`src/rtl/addsub_acc_pkg.sv`:
```
// Shared constants for the add/subtract accumulator: digit count, legal width
// range and the active-low seven-segment hex encoding (bit 6 = segment a).
package addsub_acc_pkg;

    localparam int NUM_DIGITS = 4;
    localparam int DISP_W     = 4 * NUM_DIGITS;
    localparam int W_MIN      = 1;
    localparam int W_MAX      = 8;

    localparam logic [6:0] SEG_0 = 7'b0000001;
    localparam logic [6:0] SEG_1 = 7'b1001111;
    localparam logic [6:0] SEG_2 = 7'b0010010;
    localparam logic [6:0] SEG_3 = 7'b0000110;
    localparam logic [6:0] SEG_4 = 7'b1001100;
    localparam logic [6:0] SEG_5 = 7'b0100100;
    localparam logic [6:0] SEG_6 = 7'b0100000;
    localparam logic [6:0] SEG_7 = 7'b0001111;
    localparam logic [6:0] SEG_8 = 7'b0000000;
    localparam logic [6:0] SEG_9 = 7'b0000100;
    localparam logic [6:0] SEG_A = 7'b0001000;
    localparam logic [6:0] SEG_B = 7'b1100000;
    localparam logic [6:0] SEG_C = 7'b0110001;
    localparam logic [6:0] SEG_D = 7'b1000010;
    localparam logic [6:0] SEG_E = 7'b0110000;
    localparam logic [6:0] SEG_F = 7'b0111000;
    localparam logic [6:0] SEG_BLANK = 7'b1111111;

    function automatic logic [6:0] hex_to_seg(input logic [3:0] nib);
        logic [6:0] seg;
        case (nib)
            4'h0:    seg = SEG_0;
            4'h1:    seg = SEG_1;
            4'h2:    seg = SEG_2;
            4'h3:    seg = SEG_3;
            4'h4:    seg = SEG_4;
            4'h5:    seg = SEG_5;
            4'h6:    seg = SEG_6;
            4'h7:    seg = SEG_7;
            4'h8:    seg = SEG_8;
            4'h9:    seg = SEG_9;
            4'hA:    seg = SEG_A;
            4'hB:    seg = SEG_B;
            4'hC:    seg = SEG_C;
            4'hD:    seg = SEG_D;
            4'hE:    seg = SEG_E;
            4'hF:    seg = SEG_F;
            default: seg = SEG_BLANK;
        endcase
        return seg;
    endfunction

endpackage

```
`src/rtl/addsub_acc_seg_scan.sv`:
```
// Multiplexed 4-digit seven-segment driver: free-running scan counter, digit
// mux, hex decode and registered active-low a_to_g / an / dp pins.
module seg_scan
    import addsub_acc_pkg::*;
#(
    parameter int SCAN_DIV = 18
) (
    input  logic                  clk,
    input  logic                  clr,
    input  logic [DISP_W-1:0]     value,
    input  logic [NUM_DIGITS-1:0] dp_mask,
    output logic [6:0]            a_to_g,
    output logic [NUM_DIGITS-1:0] an,
    output logic                  dp
);

    logic [SCAN_DIV-1:0]   scan_q, scan_d;
    logic [1:0]            sel_s;
    logic [3:0]            nib_s;
    logic [6:0]            seg_q, seg_d;
    logic [NUM_DIGITS-1:0] an_q, an_d;
    logic                  dp_q, dp_d;

    // Select the digit from the scan counter's top two bits and decode it.
    always_comb begin
        scan_d = scan_q + SCAN_DIV'(1);
        sel_s  = scan_q[SCAN_DIV-1 -: 2];
        nib_s  = value[3:0];
        an_d   = 4'b1111;
        case (sel_s)
            2'd0: begin nib_s = value[3:0];   an_d = 4'b1110; end
            2'd1: begin nib_s = value[7:4];   an_d = 4'b1101; end
            2'd2: begin nib_s = value[11:8];  an_d = 4'b1011; end
            2'd3: begin nib_s = value[15:12]; an_d = 4'b0111; end
            default: begin nib_s = value[3:0]; an_d = 4'b1111; end
        endcase
        seg_d = hex_to_seg(nib_s);
        dp_d  = ~dp_mask[sel_s];
    end

    // Scan counter and pin registers; reset shows digit 0 with value zero.
    always_ff @(posedge clk) begin
        if (clr) begin
            scan_q <= '0;
            seg_q  <= SEG_0;
            an_q   <= 4'b1110;
            dp_q   <= 1'b1;
        end else begin
            scan_q <= scan_d;
            seg_q  <= seg_d;
            an_q   <= an_d;
            dp_q   <= dp_d;
        end
    end

    assign a_to_g = seg_q;
    assign an     = an_q;
    assign dp     = dp_q;

endmodule

```
`src/rtl/addsub_acc_top.sv`:
```
// Board-level add/subtract accumulator with debounced load/step buttons and a
// multiplexed hex display. Define ADDSUB_ACC_OVF_EN to build signed overflow on digit-2 dp.
module addsub_acc_top
    import addsub_acc_pkg::*;
#(
    parameter int W          = 4,
    parameter int DEB_CYCLES = 500000,
    parameter int SCAN_DIV   = 18
) (
    input  logic                  clk,
    input  logic                  clr,
    input  logic [2*W-1:0]        sw,
    input  logic                  sub,
    input  logic                  btn_load,
    input  logic                  btn_step,
    output logic [6:0]            a_to_g,
    output logic [NUM_DIGITS-1:0] an,
    output logic                  dp
);

    localparam int CNT_W = (DEB_CYCLES > 1) ? $clog2(DEB_CYCLES) : 1;
    localparam logic [CNT_W-1:0] CNT_LAST = CNT_W'(DEB_CYCLES - 1);

    logic [W-1:0] op_a_s, op_b_s;
    logic [1:0]   btn_raw_s, btn_pulse_s;
    logic         load_s, step_s;

    assign op_a_s    = sw[2*W-1:W];
    assign op_b_s    = sw[W-1:0];
    assign btn_raw_s = {btn_step, btn_load};
    assign load_s    = btn_pulse_s[0];
    assign step_s    = btn_pulse_s[1];

    // Each button: 2-FF sync, stability counter, then a registered rising-edge pulse.
    for (genvar i = 0; i < 2; i++) begin : g_deb
        logic             sync1_q, sync1_d;
        logic             sync2_q, sync2_d;
        logic             lvl_q, lvl_d;
        logic             lvl_dly_q, lvl_dly_d;
        logic             pulse_q, pulse_d;
        logic [CNT_W-1:0] cnt_q, cnt_d;

        // The counter only runs while the synced level disagrees with the
        // accepted one, so any bounce back to the accepted level restarts it.
        always_comb begin
            sync1_d   = btn_raw_s[i];
            sync2_d   = sync1_q;
            lvl_d     = lvl_q;
            cnt_d     = '0;
            if (sync2_q != lvl_q) begin
                if (cnt_q == CNT_LAST) begin
                    lvl_d = sync2_q;
                    cnt_d = '0;
                end else begin
                    cnt_d = cnt_q + CNT_W'(1);
                end
            end else begin
                cnt_d = '0;
            end
            lvl_dly_d = lvl_q;
            pulse_d   = lvl_q & ~lvl_dly_q;
        end

        // Debouncer state registers.
        always_ff @(posedge clk) begin
            if (clr) begin
                sync1_q   <= 1'b0;
                sync2_q   <= 1'b0;
                lvl_q     <= 1'b0;
                lvl_dly_q <= 1'b0;
                pulse_q   <= 1'b0;
                cnt_q     <= '0;
            end else begin
                sync1_q   <= sync1_d;
                sync2_q   <= sync2_d;
                lvl_q     <= lvl_d;
                lvl_dly_q <= lvl_dly_d;
                pulse_q   <= pulse_d;
                cnt_q     <= cnt_d;
            end
        end

        assign btn_pulse_s[i] = pulse_q;
    end

    logic [W-1:0] acc_q, acc_d;
    logic         cf_q, cf_d;
    logic [W-1:0] step_res_s;
    logic         step_c_s;
    logic         ovf_s;

    // Step result: W+1-bit sum, or difference whose top bit is the borrow.
    always_comb begin
        if (sub) begin
            {step_c_s, step_res_s} = {1'b0, acc_q} - {1'b0, op_b_s};
        end else begin
            {step_c_s, step_res_s} = {1'b0, acc_q} + {1'b0, op_b_s};
        end
    end

    // Load has priority over a coincident step.
    always_comb begin
        acc_d = acc_q;
        cf_d  = cf_q;
        if (load_s) begin
            acc_d = op_a_s;
            cf_d  = 1'b0;
        end else if (step_s) begin
            acc_d = step_res_s;
            cf_d  = step_c_s;
        end else begin
            acc_d = acc_q;
            cf_d  = cf_q;
        end
    end

    // Accumulator and carry/borrow flag.
    always_ff @(posedge clk) begin
        if (clr) begin
            acc_q <= '0;
            cf_q  <= 1'b0;
        end else begin
            acc_q <= acc_d;
            cf_q  <= cf_d;
        end
    end

`ifdef ADDSUB_ACC_OVF_EN
    logic ovf_q, ovf_d;

    // Signed overflow from operand and result sign bits.
    always_comb begin
        ovf_d = ovf_q;
        if (load_s) begin
            ovf_d = 1'b0;
        end else if (step_s) begin
            if (sub) begin
                ovf_d = (acc_q[W-1] != op_b_s[W-1]) && (step_res_s[W-1] != acc_q[W-1]);
            end else begin
                ovf_d = (acc_q[W-1] == op_b_s[W-1]) && (step_res_s[W-1] != acc_q[W-1]);
            end
        end else begin
            ovf_d = ovf_q;
        end
    end

    // Overflow flag register.
    always_ff @(posedge clk) begin
        if (clr) begin
            ovf_q <= 1'b0;
        end else begin
            ovf_q <= ovf_d;
        end
    end

    assign ovf_s = ovf_q;
`else
    assign ovf_s = 1'b0;
`endif

    logic [DISP_W-1:0]     disp_s;
    logic [NUM_DIGITS-1:0] dp_mask_s;

    // Display word {B, acc}, each zero-extended to a byte; dp on digits 0 and 2.
    always_comb begin
        disp_s                 = '0;
        disp_s[W-1:0]          = acc_q;
        disp_s[W_MAX +: W]     = op_b_s;
        dp_mask_s              = {1'b0, ovf_s, 1'b0, cf_q};
    end

    seg_scan #(
        .SCAN_DIV (SCAN_DIV)
    ) u_seg_scan (
        .clk     (clk),
        .clr     (clr),
        .value   (disp_s),
        .dp_mask (dp_mask_s),
        .a_to_g  (a_to_g),
        .an      (an),
        .dp      (dp)
    );

endmodule

```
`config.mk`:
```
export PLATFORM = sky130hd
export DESIGN_NAME = addsub_acc_top
export DESIGN_NICKNAME = d
export VERILOG_FILES = /design/src/rtl/addsub_acc_pkg.sv /design/src/rtl/addsub_acc_seg_scan.sv /design/src/rtl/addsub_acc_top.sv
export SDC_FILE = /design/constraint.sdc
export NUM_CORES = 1
export LEC_CHECK = 0
export BUFFER_PORTS_ARGS = -buffer_cell sky130_fd_sc_hd__buf_2
export CAP_MARGIN = 25
export CORE_ASPECT_RATIO = 0.6
export CORE_MARGIN = 3
export CORE_UTILIZATION = 60
export DETAILED_ROUTE_END_ITERATION = 6
export PLACE_DENSITY = 0.89
export SYNTH_ARGS = -nofsm -noshare
export SYNTH_HDL_FRONTEND = slang
export SYNTH_SLANG_ARGS = --single-unit
```
`constraint.sdc`:
```
create_clock -name clk -period 2.9 [get_ports clk]
set_input_delay 0.87 -clock clk [delete_from_list [all_inputs] [get_ports clk]]
set_output_delay 0.87 -clock clk [all_outputs]
set_load 0.05 [all_outputs]
```
==> results of run 1 <==
[routing by layer]
layer  vias to the layer above  part of all wire (%)
met3                        24                   6.2
met4                         0                   2.7
met2                        77                    45
met5                         -                     0
li1                       1488                     -
met1                      1364                    46
[worst paths after layout]
kind	from	end	slack, ns	cells after the start
worst max-delay path	sw[0]	u_seg_scan.a_to_g[3]$_SDFF_PP0_	0.71	7
worst max register to register	g_deb[0].cnt_q[0]$_SDFF_PP0_	g_deb[0].cnt_q[17]$_SDFF_PP0_	0.72	5
worst min-delay path	g_deb[1].lvl_dly_q$_SDFF_PP0_	g_deb[1].pulse_q$_SDFF_PP0_	0.39	1
worst min register to register	g_deb[1].lvl_dly_q$_SDFF_PP0_	g_deb[1].pulse_q$_SDFF_PP0_	0.39	1
[logic make-up after synthesis]
logic type,after synthesis
flip-flops,83
adder cells (fa/ha/maj),19
AND/OR/NAND/NOR,196
XOR/XNOR,51
multiplexers,13
AO/OA/AOI/OAI,31
buffers and inverters,41
[registers in the layout (all words and copies together) (netlist names)]
signal	cells
g_deb.cnt_q	38
u_seg_scan.scan_q	18
u_seg_scan.a_to_g	7
acc_q	4
u_seg_scan.an	4
g_deb.lvl_dly_d	2
g_deb.lvl_dly_q	2
g_deb.pulse_q	2
g_deb.sync1_q	2
g_deb.sync2_q	2
cf_q	1
u_seg_scan.dp	1
[placed cells by master (no fill, tap or decap), drive strengths merged]
| cell type | n |
|---|---|
| nand3b | 1 |
| nor2b | 11 |
| clkbuf | 10 |
| and2 | 2 |
| mux2i | 10 |
| nor3 | 15 |
| buf | 27 |
| and4 | 2 |
| nor4b | 4 |
| nor2 | 84 |
| o21a | 1 |
| nand4 | 10 |
| and2b | 1 |
| o211ai | 2 |
| nor4 | 6 |
| nand3 | 21 |
| or2 | 4 |
| a2111oi | 1 |
| ha | 17 |
| and3 | 4 |
| o41ai | 1 |
| bufinv | 3 |
| dfxtp | 83 |
| or3 | 6 |
| mux4 | 1 |
| a21oi | 13 |
| inv | 27 |
| o21ai | 6 |
| fa | 2 |
| mux2 | 2 |
| a211oi | 3 |
| xor2 | 23 |
| xnor2 | 28 |
| nand2 | 25 |
| o311ai | 1 |
| a31oi | 3 |
[where the power goes]
group / total, mW / switching (mW) / internal [mW]
sequential: 1.15 / 0.00482 / 1.15
clock: 1.04 / 0.432 / 0.607
combinational: 0.0593 / 0.0365 / 0.0228
total: 2.25 / 0.473 / 1.78
[cell type report]
type | count | area [um^2]
clock buffers | 10 | 138
clock inverters | 6 | 119
fillers | 464 | 1910
inverters | 24 | 90.1
multi-input cells | 310 | 2030
flip-flops and latches | 83 | 1660
well taps | 84 | 105
repair buffers | 27 | 143
[stage by stage]
stage                     instances  instance area, um^2  setup WS [ns]  power [mW]
after floorplan                 434                 3890          0.635        1.22
after global placement          528                 4030          0.450        1.23
after detailed placement        528                 4030          0.336        1.24
after CTS                       544                 4290          0.721        2.27
after global routing            544                 4290          0.525        2.33
final                           544                 4290          0.714        2.25
==> reports/qor.csv, run 1 <==
metric,value,unit
cts_buffer_depth,2,
grt_use_met3,6.88,%
clock-sinks,83,
grt.total_usage,22.0,%
critPathLaunchType,input port,
slew_headroom,57.9,%
postCtsSetupBuffers,0,
ys_top_cells_by_area,"dfxtp_1 43%, nor2_1 7.7%, xnor2_1 6.3%",
yosys-top-cells-count,"83 x dfxtp_1, 80 x nor2_1, 28 x xnor2_1",
final_util,69.2,%
ys_warn_count,0,
vias,2953,
synth_cell_type_count,47,
hpwl,5130,um
arrival,2.45,ns
ys_ff_latch,83,
synth.most_common_cell,dfxtp_1,
worstMarginPinSlew,0.631,ns
wl,7220,um
grt-busiest-layer,met2,
slowest_delay,0.46,ns
yosysTopAreaCell,dfxtp_1,
synth_compound_gate_area_share,4.75,%
first_pass_iters,4,
syn2layout_area_growth,10.1,%
synth_top_family_by_area,simple AND/OR/NAND/NOR gates,
grt_pass1_vias,2906,
port_buffers,24,
syn_nets,466,
hp-class,reg2reg,
cts_tree,done,
cts_resized,0,
synth.area.mux_share,3.82,%
synthAdderAreaFrac,6.49,%
vias_per_cell,5.43,
clock_latency,0.36,ns
ys.flop_type,dfxtp_1,
grt_pass1_wl,12800,um
fin_crit_sh,75.4,%
synth_edf_count,0,
synthXorXnorAreaFrac,11.5,%
fp-row-count,22,
synthesis.area,3890,um^2
final_layout_size_suffix_gt1_share,13.9,%
crit_family,multiplexers,
crit_chain,"buf_2, mux2i_1, nor2_1, inv_1, ha_1, mux4_2, and2_1",
drtIter0Drc,127,
diodes,0,
cts_hold_repair.buffers,0,
start_util,62.9,%
async_reset_ff_share,0,%
grt_max_degree,41,
slew_violations,0,
hold_ws,0.388,ns
vdd_drop_max,281,uV
setup_viol,0,
status,completed,
ys_seq_area_share,42.7,%
use_met2,35.6,%
p_leak,1.57,nW
wl_per_cell,13.3,um
cp_data_required_time,3.16,ns
fmax,0.457,GHz
cap_violations,0,
grt_use_met1,27.4,%
yosys.area.top_type_share,42.7,%
io_pins,25,
cp_slowest_cell,mux4_2,
gp_congestion,0.905,
critPathCaptureType,register,
critical_path_class,in2reg,
drtAntennaViolNets,0,
synth_simple_gate_area_share,25.6,%
fin_skew,0.0116,ns
cp_num_buf_inv,2,
die_area,7530,um^2
antenna_found_initial,0,
worst-path-max-fanout,6,
hold_violations,0,
pwr_density_cell,525,nW/um^2
synthCells,434,
fin_crit,2.19,ns
die_y,68.4,um
rsz0062_at_grt,no,
cts_buffers,9,
fp.coreArea,6190,um^2
grt_overflow,0,
fin_tns_setup,0,ns
fin_nets,487,
syn_area_per_cell,8.97,um^2
root_buffer,clkbuf_8,
drcViolationCount,0,
chipWidth,110,um
clk_pin_slew,0.09,ns
h-tree-depth,3,
Power figures use the tool's default switching activity.
==> run 2, diff against run 1 <==
Clock period 2.9 ns to 2.26 ns, I/O delays scaled along.
==> run 2 against run 1 <==
Combinational power is 39% higher. Sequential share of layout area is 0.17 points higher. Clock-buffer cell count stayed put.
==> reports/qor.csv, run 2 (synthesized netlist as in run 1, its figures left out) <==
metric,value,unit
status,completed,
io_pins,25,
setup_viol,0,
h-tree-depth,3,
r2r-end,u_seg_scan.a_to_g[3]$_SDFF_PP0_,
slew_headroom,60.4,%
reg2reg_depth,6,
cp_data_required_time,2.53,ns
total_power,2.64,mW
hold_violations,0,
crit_family,multiplexers,
die_y,68.4,um
rsz0062_at_grt,no,
cp_num_buf_inv,1,
slowest_delay,0.45,ns
fin_skew,0.00877,ns
clock_latency,0.37,ns
root_buffer,clkbuf_8,
p_leak,1.56,nW
fin_crit,2.00,ns
wl_per_cell,13.4,um
cts_buffer_depth,2,
grt_pass1_wl,12600,um
vias,2923,
multi_input_area,2030,um^2
port_buffers,24,
grt.total_usage,22.1,%
pwr_density_cell,618,nW/um^2
gp_congestion,0.879,
cts_buffers,9,
cts_tree,done,
chipWidth,110,um
grt_pass1_vias,2802,
critPathCaptureType,register,
mostFrequentLayoutCells,"83 x dfxtp_1, 80 x nor2_1, 28 x xnor2_1, 25 x nand2_1",
diodes,0,
cap_violations,0,
worstMarginPinSlew,0.587,ns
cts_resized,0,
min_from,g_deb[1].lvl_dly_q$_SDFF_PP0_,
largest_register_ffs,38,
hp-class,reg2reg,
fp.coreArea,6190,um^2
seq_area,1660,um^2
fin_nets,492,
syn2layout_area_growth,9.60,%
fp-row-count,22,
wl,7370,um
vdd_drop_max,509,uV
cp_slowest_cell,mux4_2,
grt_max_degree,22,
vias_per_cell,5.32,
hpwl,5270,um
final_layout_size_suffix_gt1_share,14.6,%
critical_path_class,reg2reg,
cts_hold_repair.buffers,0,
grt_overflow,0,
drtAntennaViolNets,0,
crit_chain,"mux2i_1, nor2_1, inv_1, ha_1, mux4_2, and2_1",
largest-register,g_deb.cnt_q,
die_area,7530,um^2
worstReg2RegStart,u_seg_scan.scan_q[17]$_SDFF_PP0_,
clock-sinks,83,
postCtsSetupBuffers,0,
antenna_found_initial,0,
critPathLaunchType,register,
first_pass_iters,4,
clk_pin_slew,0.09,ns
worstSetupStartpoint,u_seg_scan.scan_q[17]$_SDFF_PP0_,
worst-path-max-fanout,6,
mostFrequentLayoutCell,dfxtp_1,
slew_violations,0,
fin_crit_sh,88.7,%
n_fill_cell,502,
arrival,2.27,ns
fmax,0.499,GHz
start_util,62.9,%
worst-r2r-setup-slack,0.26,ns
whs_path_depth,1,
final_util,68.9,%
drtIter0Drc,183,
holdPathEnd,g_deb[1].pulse_q$_SDFF_PP0_,
drcViolationCount,0,
[run 2: cell types whose count changed in the layout (fill, tap and decap cells not counted), sizes merged]
cell / delta
buf: +5
bufinv: -2
clkinv: +2
clkinvlp: +1
inv: -1
[run 2: worst max-delay path by stage]
| stage | endpoint | slack (ns) | cells past startpoint |
|---|---|---|---|
| floorplan | u_seg_scan.a_to_g[3]$_SDFF_PP0_ | 0.19 | 6 |
| global placement | u_seg_scan.a_to_g[3]$_SDFF_PP0_ | -0.001 | 7 |
| detailed placement | u_seg_scan.a_to_g[3]$_SDFF_PP0_ | -0.10 | 7 |
| CTS | u_seg_scan.a_to_g[3]$_SDFF_PP0_ | 0.26 | 6 |
| global route | u_seg_scan.a_to_g[3]$_SDFF_PP0_ | 0.14 | 6 |
| finish | u_seg_scan.a_to_g[3]$_SDFF_PP0_ | 0.26 | 6 |
[run 2: stage by stage]
| step | hold WS (ns) | setup TNS, ns | worst slack [ns] | area, um^2 | std cells |
|---|---|---|---|---|---|
| global route | 0.429 | 0 | 0.139 | 4270 | 549 |
| global placement | 0.371 | -0.00143 | -0.00143 | 4070 | 533 |
| CTS | 0.417 | 0 | 0.261 | 4270 | 549 |
| finish | 0.409 | 0 | 0.256 | 4270 | 549 |
| detailed placement | 0.391 | -0.116 | -0.105 | 4070 | 533 |
| floorplan | 0.363 | 0 | 0.187 | 3890 | 434 |
[run 2: power by group]
group / total [mW] / leakage [nW] / internal, mW / switching (mW)
Combinational: 0.0824 / 0.792 / 0.0331 / 0.0494
Clock: 1.08 / 0.0975 / 0.522 / 0.559
Sequential: 1.48 / 0.670 / 1.47 / 0.00569
Total: 2.64 / 1.56 / 2.02 / 0.614
[run 2: per-layer routing]
metal  GRT usage [%]  up-vias  wire length (um)
li1                -     1487                 -
met1            26.1     1349              3380
met3            8.48       14               458
met4            8.55        0               117
met5               0        -                 0
met2            36.9       73              3410
[run 2: cell type report]
type                            count  share of cell area (%)
Tap cell                           84                    2.46
Sequential cell                    83                    38.9
Clock buffer                       10                    2.99
Multi-Input combinational cell    310                    47.6
Clock inverter                      6                    1.70
Timing Repair Buffer               32                    4.22
Inverter                           24                    2.11
